## src/rtl/led_matrix_scanner.sv

```systemverilog
// Row-multiplexed bicolour LED matrix scanner with whole-frame snapshot and inter-row blanking.
// Optional per-row PWM dimming via the SCAN_PWM_EN macro (adds the brightness input).
module led_matrix_scanner #(
    parameter int DWELL_CYCLES = 256,
    parameter int BLANK_CYCLES = 4
) (
    input  logic              clk,
    input  logic              reset,
    input  logic              enable,
`ifdef SCAN_PWM_EN
    input  logic [3:0]        brightness,
`endif
    input  logic [15:0][15:0] RedPixels,
    input  logic [15:0][15:0] GrnPixels,
    output logic [15:0]       row_sel_n,
    output logic [15:0]       red_col,
    output logic [15:0]       grn_col,
    output logic [3:0]        row_idx,
    output logic              frame_start
);

    localparam int MAXC  = (DWELL_CYCLES > BLANK_CYCLES) ? DWELL_CYCLES : BLANK_CYCLES;
    // At least 4 bits so the PWM phase dwell_cnt[3:0] always exists.
    localparam int CNT_W = ($clog2(MAXC) > 4) ? $clog2(MAXC) : 4;
    localparam logic [CNT_W-1:0] DWELL_LAST = CNT_W'(DWELL_CYCLES - 1);
    localparam logic [CNT_W-1:0] BLANK_LAST = CNT_W'(BLANK_CYCLES - 1);

    typedef enum logic [1:0] {IDLE, BLANK, DRIVE} state_t;

    state_t             state_q, state_d;
    logic [CNT_W-1:0]   cnt_q, cnt_d;
    logic [3:0]         row_d;
    logic               capture;
    logic [15:0]        row_sel_d, red_d, grn_d;
    logic [15:0][15:0]  shadow_red, shadow_grn;

`ifdef SCAN_PWM_EN
    function automatic logic [15:0] pwm_gate(input logic [15:0] cols,
                                             input logic [3:0]  phase,
                                             input logic [3:0]  level);
        return (level == 4'd15 || phase < level) ? cols : 16'h0000;
    endfunction
`endif

    always_comb begin
        state_d   = state_q;
        cnt_d     = cnt_q;
        row_d     = row_idx;
        capture   = 1'b0;
        row_sel_d = 16'hFFFF;
        red_d     = 16'h0000;
        grn_d     = 16'h0000;
        case (state_q)
            IDLE: begin
                if (enable) begin
                    capture = 1'b1;
                    row_d   = 4'd0;
                    cnt_d   = '0;
                    state_d = BLANK;
                end
            end
            BLANK: begin
                if (cnt_q == BLANK_LAST) begin
                    cnt_d   = '0;
                    state_d = DRIVE;
                end else begin
                    cnt_d = cnt_q + CNT_W'(1);
                end
            end
            DRIVE: begin
                if (cnt_q == DWELL_LAST) begin
                    cnt_d = '0;
                    if (row_idx != 4'd15) begin
                        row_d   = row_idx + 4'd1;
                        state_d = BLANK;
                    end else if (enable) begin
                        capture = 1'b1;
                        row_d   = 4'd0;
                        state_d = BLANK;
                    end else begin
                        state_d = IDLE;
                    end
                end else begin
                    cnt_d = cnt_q + CNT_W'(1);
                end
            end
            default: state_d = IDLE;
        endcase
        // Outputs are registered from the next state so they line up with state_q.
        if (state_d == DRIVE) begin
            row_sel_d = ~(16'h0001 << row_d);
`ifdef SCAN_PWM_EN
            red_d = pwm_gate(shadow_red[row_d], cnt_d[3:0], brightness);
            grn_d = pwm_gate(shadow_grn[row_d], cnt_d[3:0], brightness);
`else
            red_d = shadow_red[row_d];
            grn_d = shadow_grn[row_d];
`endif
        end
    end

    always_ff @(posedge clk or posedge reset) begin
        if (reset) begin
            state_q     <= IDLE;
            cnt_q       <= '0;
            row_idx     <= 4'd0;
            frame_start <= 1'b0;
            row_sel_n   <= 16'hFFFF;
            red_col     <= 16'h0000;
            grn_col     <= 16'h0000;
            shadow_red  <= '0;
            shadow_grn  <= '0;
        end else begin
            state_q     <= state_d;
            cnt_q       <= cnt_d;
            row_idx     <= row_d;
            frame_start <= capture;
            row_sel_n   <= row_sel_d;
            red_col     <= red_d;
            grn_col     <= grn_d;
            if (capture) begin
                shadow_red <= RedPixels;
                shadow_grn <= GrnPixels;
            end
        end
    end

endmodule

```

## config.mk

```make
export PLATFORM = sky130hd
export DESIGN_NAME = led_matrix_scanner
export DESIGN_NICKNAME = d
export VERILOG_FILES = /design/src/rtl/led_matrix_scanner.sv
export SDC_FILE = /design/constraint.sdc
export NUM_CORES = 1
export LEC_CHECK = 0
export CAP_MARGIN = 30
export CORE_MARGIN = 3
export CORE_UTILIZATION = 45
export DETAILED_ROUTE_END_ITERATION = 6
export GPL_TIMING_DRIVEN = 0
export HOLD_SLACK_MARGIN = 0.02
export PLACE_DENSITY = 0.7
export REMOVE_ABC_BUFFERS = 1
export SLEW_MARGIN = 0
export SYNTH_ARGS = -nofsm -noshare
export SYNTH_HDL_FRONTEND = slang
export SYNTH_SLANG_ARGS = --single-unit
```

## constraint.sdc

```tcl
create_clock -name clk -period 53.5 [get_ports clk]
set_input_delay 5.35 -clock clk [delete_from_list [all_inputs] [get_ports clk]]
set_output_delay 5.35 -clock clk [all_outputs]
set_load 0.05 [all_outputs]
```

Word-level counts from Yosys, hierarchy flattened
Index checks and enable logic that the tools add are counted.
- add/subtract/negate cells: 2
- multiply operators: 0
- div/mod/pow operators: 0
- order comparisons: 1
- eq/ne operators: 7
- shifts and indexed selects: 1
- mux-type cells: 25
- bitwise gates (word level): 1
- reduce and logical (&&, ||, !) cells: 3
- operators with widths (kind ; count):
    $bmux 16 s4 ; 2
    $mux 16 ; 5
    $mux 8 ; 3
    $pmux 8 s3 ; 1
    $not 16->16 ; 1
    $shl 1x4->16 const A ; 1
    $mux 4 ; 3
    $add 8x1->8 const B ; 1
    $eq 8x2->1 const B ; 1
    $eq 8x8->1 const B ; 1
    $pmux 4 s2 ; 1
    $mux 2 ; 3
    $pmux 2 s3 ; 1
    $lt 4x5->1 const B ; 1
    $mux 1 ; 5
    $add 4x1->4 const B ; 1
    $eq 2x2->1 const B ; 2
    $ne 4x4->1 const B ; 1
    $reduce_bool 3->1 ; 1
    $eq 2x1->1 const B ; 1
    $logic_not 2->1 ; 1
    $ne 2x2->1 const B ; 1
    $pmux 1 s2 ; 1
    $reduce_and 2->1 ; 1
- flip-flop bits (word level): 575
- bits in latches: 0
- RAM bits: 0
- bits in read-only memories: 0
- logic and storage cells: 79
- memories kept: 0

Logic depth before layout (Yosys ltp)
- word-level depth: 7
- depth in mapped cells: 14

Worst setup path after synthesis
OpenSTA, ideal clock, no wires.
- kind: input port to flip-flop
- start: in enable
- end: reg red_col[10]
- library setup time: 0.139 ns
- arrival: 7.421 ns
- data required time: 53.361 ns
- slack: 45.941 ns
- stages on the path: 9
- cells stage by stage: and4b_1 > or4_1 > o221ai_1 > and2_1 > buf_4 > buf_2 > mux2i_1 > a221oi_1 > or4_1
- cells in the longest elaborated chain, start to end: 7
- RTL lines (element ; RTL line ; text):
    start: declaration ; 9 ; input logic enable,
    $mux 4 ; 55, 76 ;
    $mux 4 ; 73 ; if (row_idx != 4'd15) begin
    $mux 4 ; 71 ; if (cnt_q == DWELL_LAST) begin
    $pmux 4 s2 ; 53 ; case (state_q)
    $bmux 16 s4 ; 96 ; red_d = shadow_red[row_d];
    $mux 16 (implied by the code) ; 96 ;
    $mux 16 (*) ; 90 ; if (state_d == DRIVE) begin
    net red_d[10] ; 34 ; logic [15:0] row_sel_d, red_d, grn_d;
    end signal: assignment ; 119 ; red_col <= red_d;
    end: declaration ; 16 ; output logic [15:0] red_col,
The timed path passes the listed nets; every way through them passes the cells marked *. The select of a mux whose other input is x is not followed.
A chain may end at the register's enable or synchronous reset.

Final worst setup path
- start: in enable
- end: reg red_col[15]
Same word-level chain as after synthesis.

==> results.json <==
{
  "grtUsageMet1_pct": 30.7,
  "post-cts-setup-buffer-count": 0,
  "grt_max_degree": 135,
  "grt_busiest_layer": "met2",
  "dieArea_sq_mm": 0.0591,
  "final_common_cell": "clkdlybuf4s50_1",
  "root_buffer": "clkbuf_16",
  "place.gp.congestion": 0.814,
  "tightest_slew_ns": 1.01,
  "wl_per_cell_um": 22.8,
  "rows": 86,
  "max_freq_mhz": 104,
  "status": "finished, final reports clean",
  "antenna_found_initial": 26,
  "area_delta_synth_final_pct": 34.3,
  "hold_class": "flip-flop to flip-flop",
  "synth_cells": 1896,
  "whs_ns": 0.502,
  "die_h_um": 243,
  "h-tree-depth": 2,
  "skew_ns": 0.0132,
  "grt_use_total_pct": 24.4,
  "routed_wl_um": 73400,
  "drt_pass1_iterations": 5,
  "die_w_um": 243,
  "worstPathRequired_ns": 53.97,
  "path_clk_slew_ns": 0.06,
  "yosysSeqAreaShare_pct": 56.9,
  "crit_type": "input port to flip-flop",
  "finalSetupTns_ns": 0,
  "final_cell_mix": "clkdlybuf4s50_1, dfrtp_1, mux2_2, nand2_1, a21oi_1",
  "route.antenna.remaining_nets": 0,
  "drc_errors": 0,
  "hold_viol": 0,
  "boundaryPins": 568,
  "fillers": 4298,
  "drive_gt1_share_pct": 26.8,
  "cp.arrival_ns": 10.05,
  "setup_viol": 0,
  "syn-cell-area_sq_mm": 0.0253,
  "grt_pass1_wl_um": 112000,
  "p_per_area_mw_per_mm2": 46.0,
  "slew_viol_final": 0,
  "relSlewSlack_pct": 32.8,
  "ys_warn_count": 0,
  "end_kind": "flip-flop",
  "finalNetCount": 2925,
  "place_hpwl_um": 50000,
  "startpoint_type": "input port",
  "synth_area_per_cell_sq_um": 13.3,
  "synthFlopType": "dfrtp_1",
  "clkSinkCount": 575,
  "drt_iter0_drc": 972,
  "synth_edf_count": 0,
  "start_util_pct": 45.7,
  "rsz0062_at_grt": "false",
  "ys_ff_latch": 575,
  "cts_buffers": 60,
  "overflow": 0,
  "cp_max_fo": 132,
  "vias_per_cell": 5.51,
  "core_sq_mm": 0.0554,
  "clk_latency_ns": 0.61,
  "cts-hold-fix-buffers": 0,
  "synth_cell_type_count": 42,
  "min_period_ns": 9.57,
  "num_vias": 17700,
  "cts_buffer_depth": 3,
  "grt_pass1_vias": 18900,
  "p_leak_nw": 13.9,
  "fin_crit_sh_pct": 17.9,
  "synthArstFlopShare_pct": 100,
  "cts-resized-gates": 0,
  "io_buffers": 567,
  "ir_worst_vdd_mv": 0.0277,
  "cts_tree": "done",
  "maxCapViolations": 0,
  "use_met3_pct": 6.93,
  "use_met2_pct": 41.2
}
==> synthesized netlist by cell type, drive strengths merged, types with 7 or more instances <==
| library cell | instances | area share [%] |
|---|---|---|
| mux2 | 512 | 23 |
| a21oi | 132 | 2.6 |
| dfstp | 16 | 1.7 |
| buf | 45 | 1.0 |
| ha | 7 | 0.35 |
| o21ai | 18 | 0.36 |
| dfrtp | 559 | 55 |
| or4 | 33 | 0.98 |
| a221oi | 129 | 4.5 |
| mux2i | 129 | 5.1 |
| nand2 | 140 | 2.1 |
| or3 | 16 | 0.40 |
| clkbuf | 103 | 1.5 |
==> logic make-up after synthesis <==
family / Yosys count / share of synthesized area, %
flops: 575 / 56.9
fa+ha+maj: 7 / 0.346
compound gates: 291 / 7.81
buf+inv: 155 / 2.68
simple gates: 227 / 4.33
mux: 641 / 27.9
==> worst max-delay path, stage by stage <==
cell and delay (ns):
clkdlybuf4s50_1 0.60, and4b_1 0.27, or4_1 0.43, o221ai_1 0.21, and2_4 0.63, buf_16 0.35, buf_16 0.29, inv_12 0.19
buf_16 0.28, mux2i_1 0.35, a221oi_1 0.11, or4_1 0.57
==> metrics by stage <==
step / area [sq um] / utilization (%) / total power [mW] / cells / worst slack (ns)
2_1_floorplan: 24700 / - / 1.13 / 1748 / 32.09
4_1_cts: 33900 / 61.3 / 1.58 / 3201 / 44.12
6_report: 34000 / 61.3 / 1.56 / 3219 / 43.93
3_5_place_dp: 32000 / 57.7 / 1.16 / 3089 / 43.46
5_1_grt: 34000 / 61.3 / 1.65 / 3214 / 43.85
3_3_place_gp: 31300 / 56.4 / 1.28 / 3063 / 25.40
==> final timing paths <==
path,from,endpoint,slack (ns),cells after the start
max in group asynchronous,reset,shadow_red[74]$_DFFE_PP0P_,46.38,5
min in group asynchronous,reset,shadow_grn[102]$_DFFE_PP0P_,5.19,2
worst min register to register,shadow_grn[45]$_DFFE_PP0P_,shadow_grn[45]$_DFFE_PP0P_,0.50,1
worst max register to register,state_q[0]$_DFF_PP0_,red_col[15]$_DFF_PP0_,48.32,13
worst max-delay path,enable,red_col[15]$_DFF_PP0_,43.93,12
worst min-delay path,shadow_grn[45]$_DFFE_PP0P_,shadow_grn[45]$_DFFE_PP0P_,0.50,1
==> layer usage <==
layer	share of wire [%]	routed length, um
met5	0.16	117
met4	2.0	1450
met3	7.0	5120
met2	50	36600
met1	41	30100
==> registers in the layout, summed over array words and instances (netlist names) <==
name / count
row_sel_n: 16
grn_col: 16
row_idx: 4
shadow_red: 256
cnt_q: 8
frame_start: 1
state_q: 2
shadow_grn: 256
red_col: 16
==> final cells by class <==
class | count | area (sq um) | share of cell area, %
flip-flops and latches | 575 | 14400 | 42.4
multi-input cells | 1166 | 10300 | 30.2
repair buffers | 593 | 6340 | 18.6
clock buffers | 99 | 1840 | 5.41
well taps | 748 | 936 | 2.75
clock inverters | 13 | 123 | 0.361
inverters | 7 | 47.5 | 0.140
diodes | 18 | 45.0 | 0.133
==> where the power goes <==
group / internal, mW / switching [mW]
Combinational: 0.260 / 0.148
Clock: 0.239 / 0.174
Sequential: 0.637 / 0.105
Note: power is estimated with default switching activity, not from simulation.
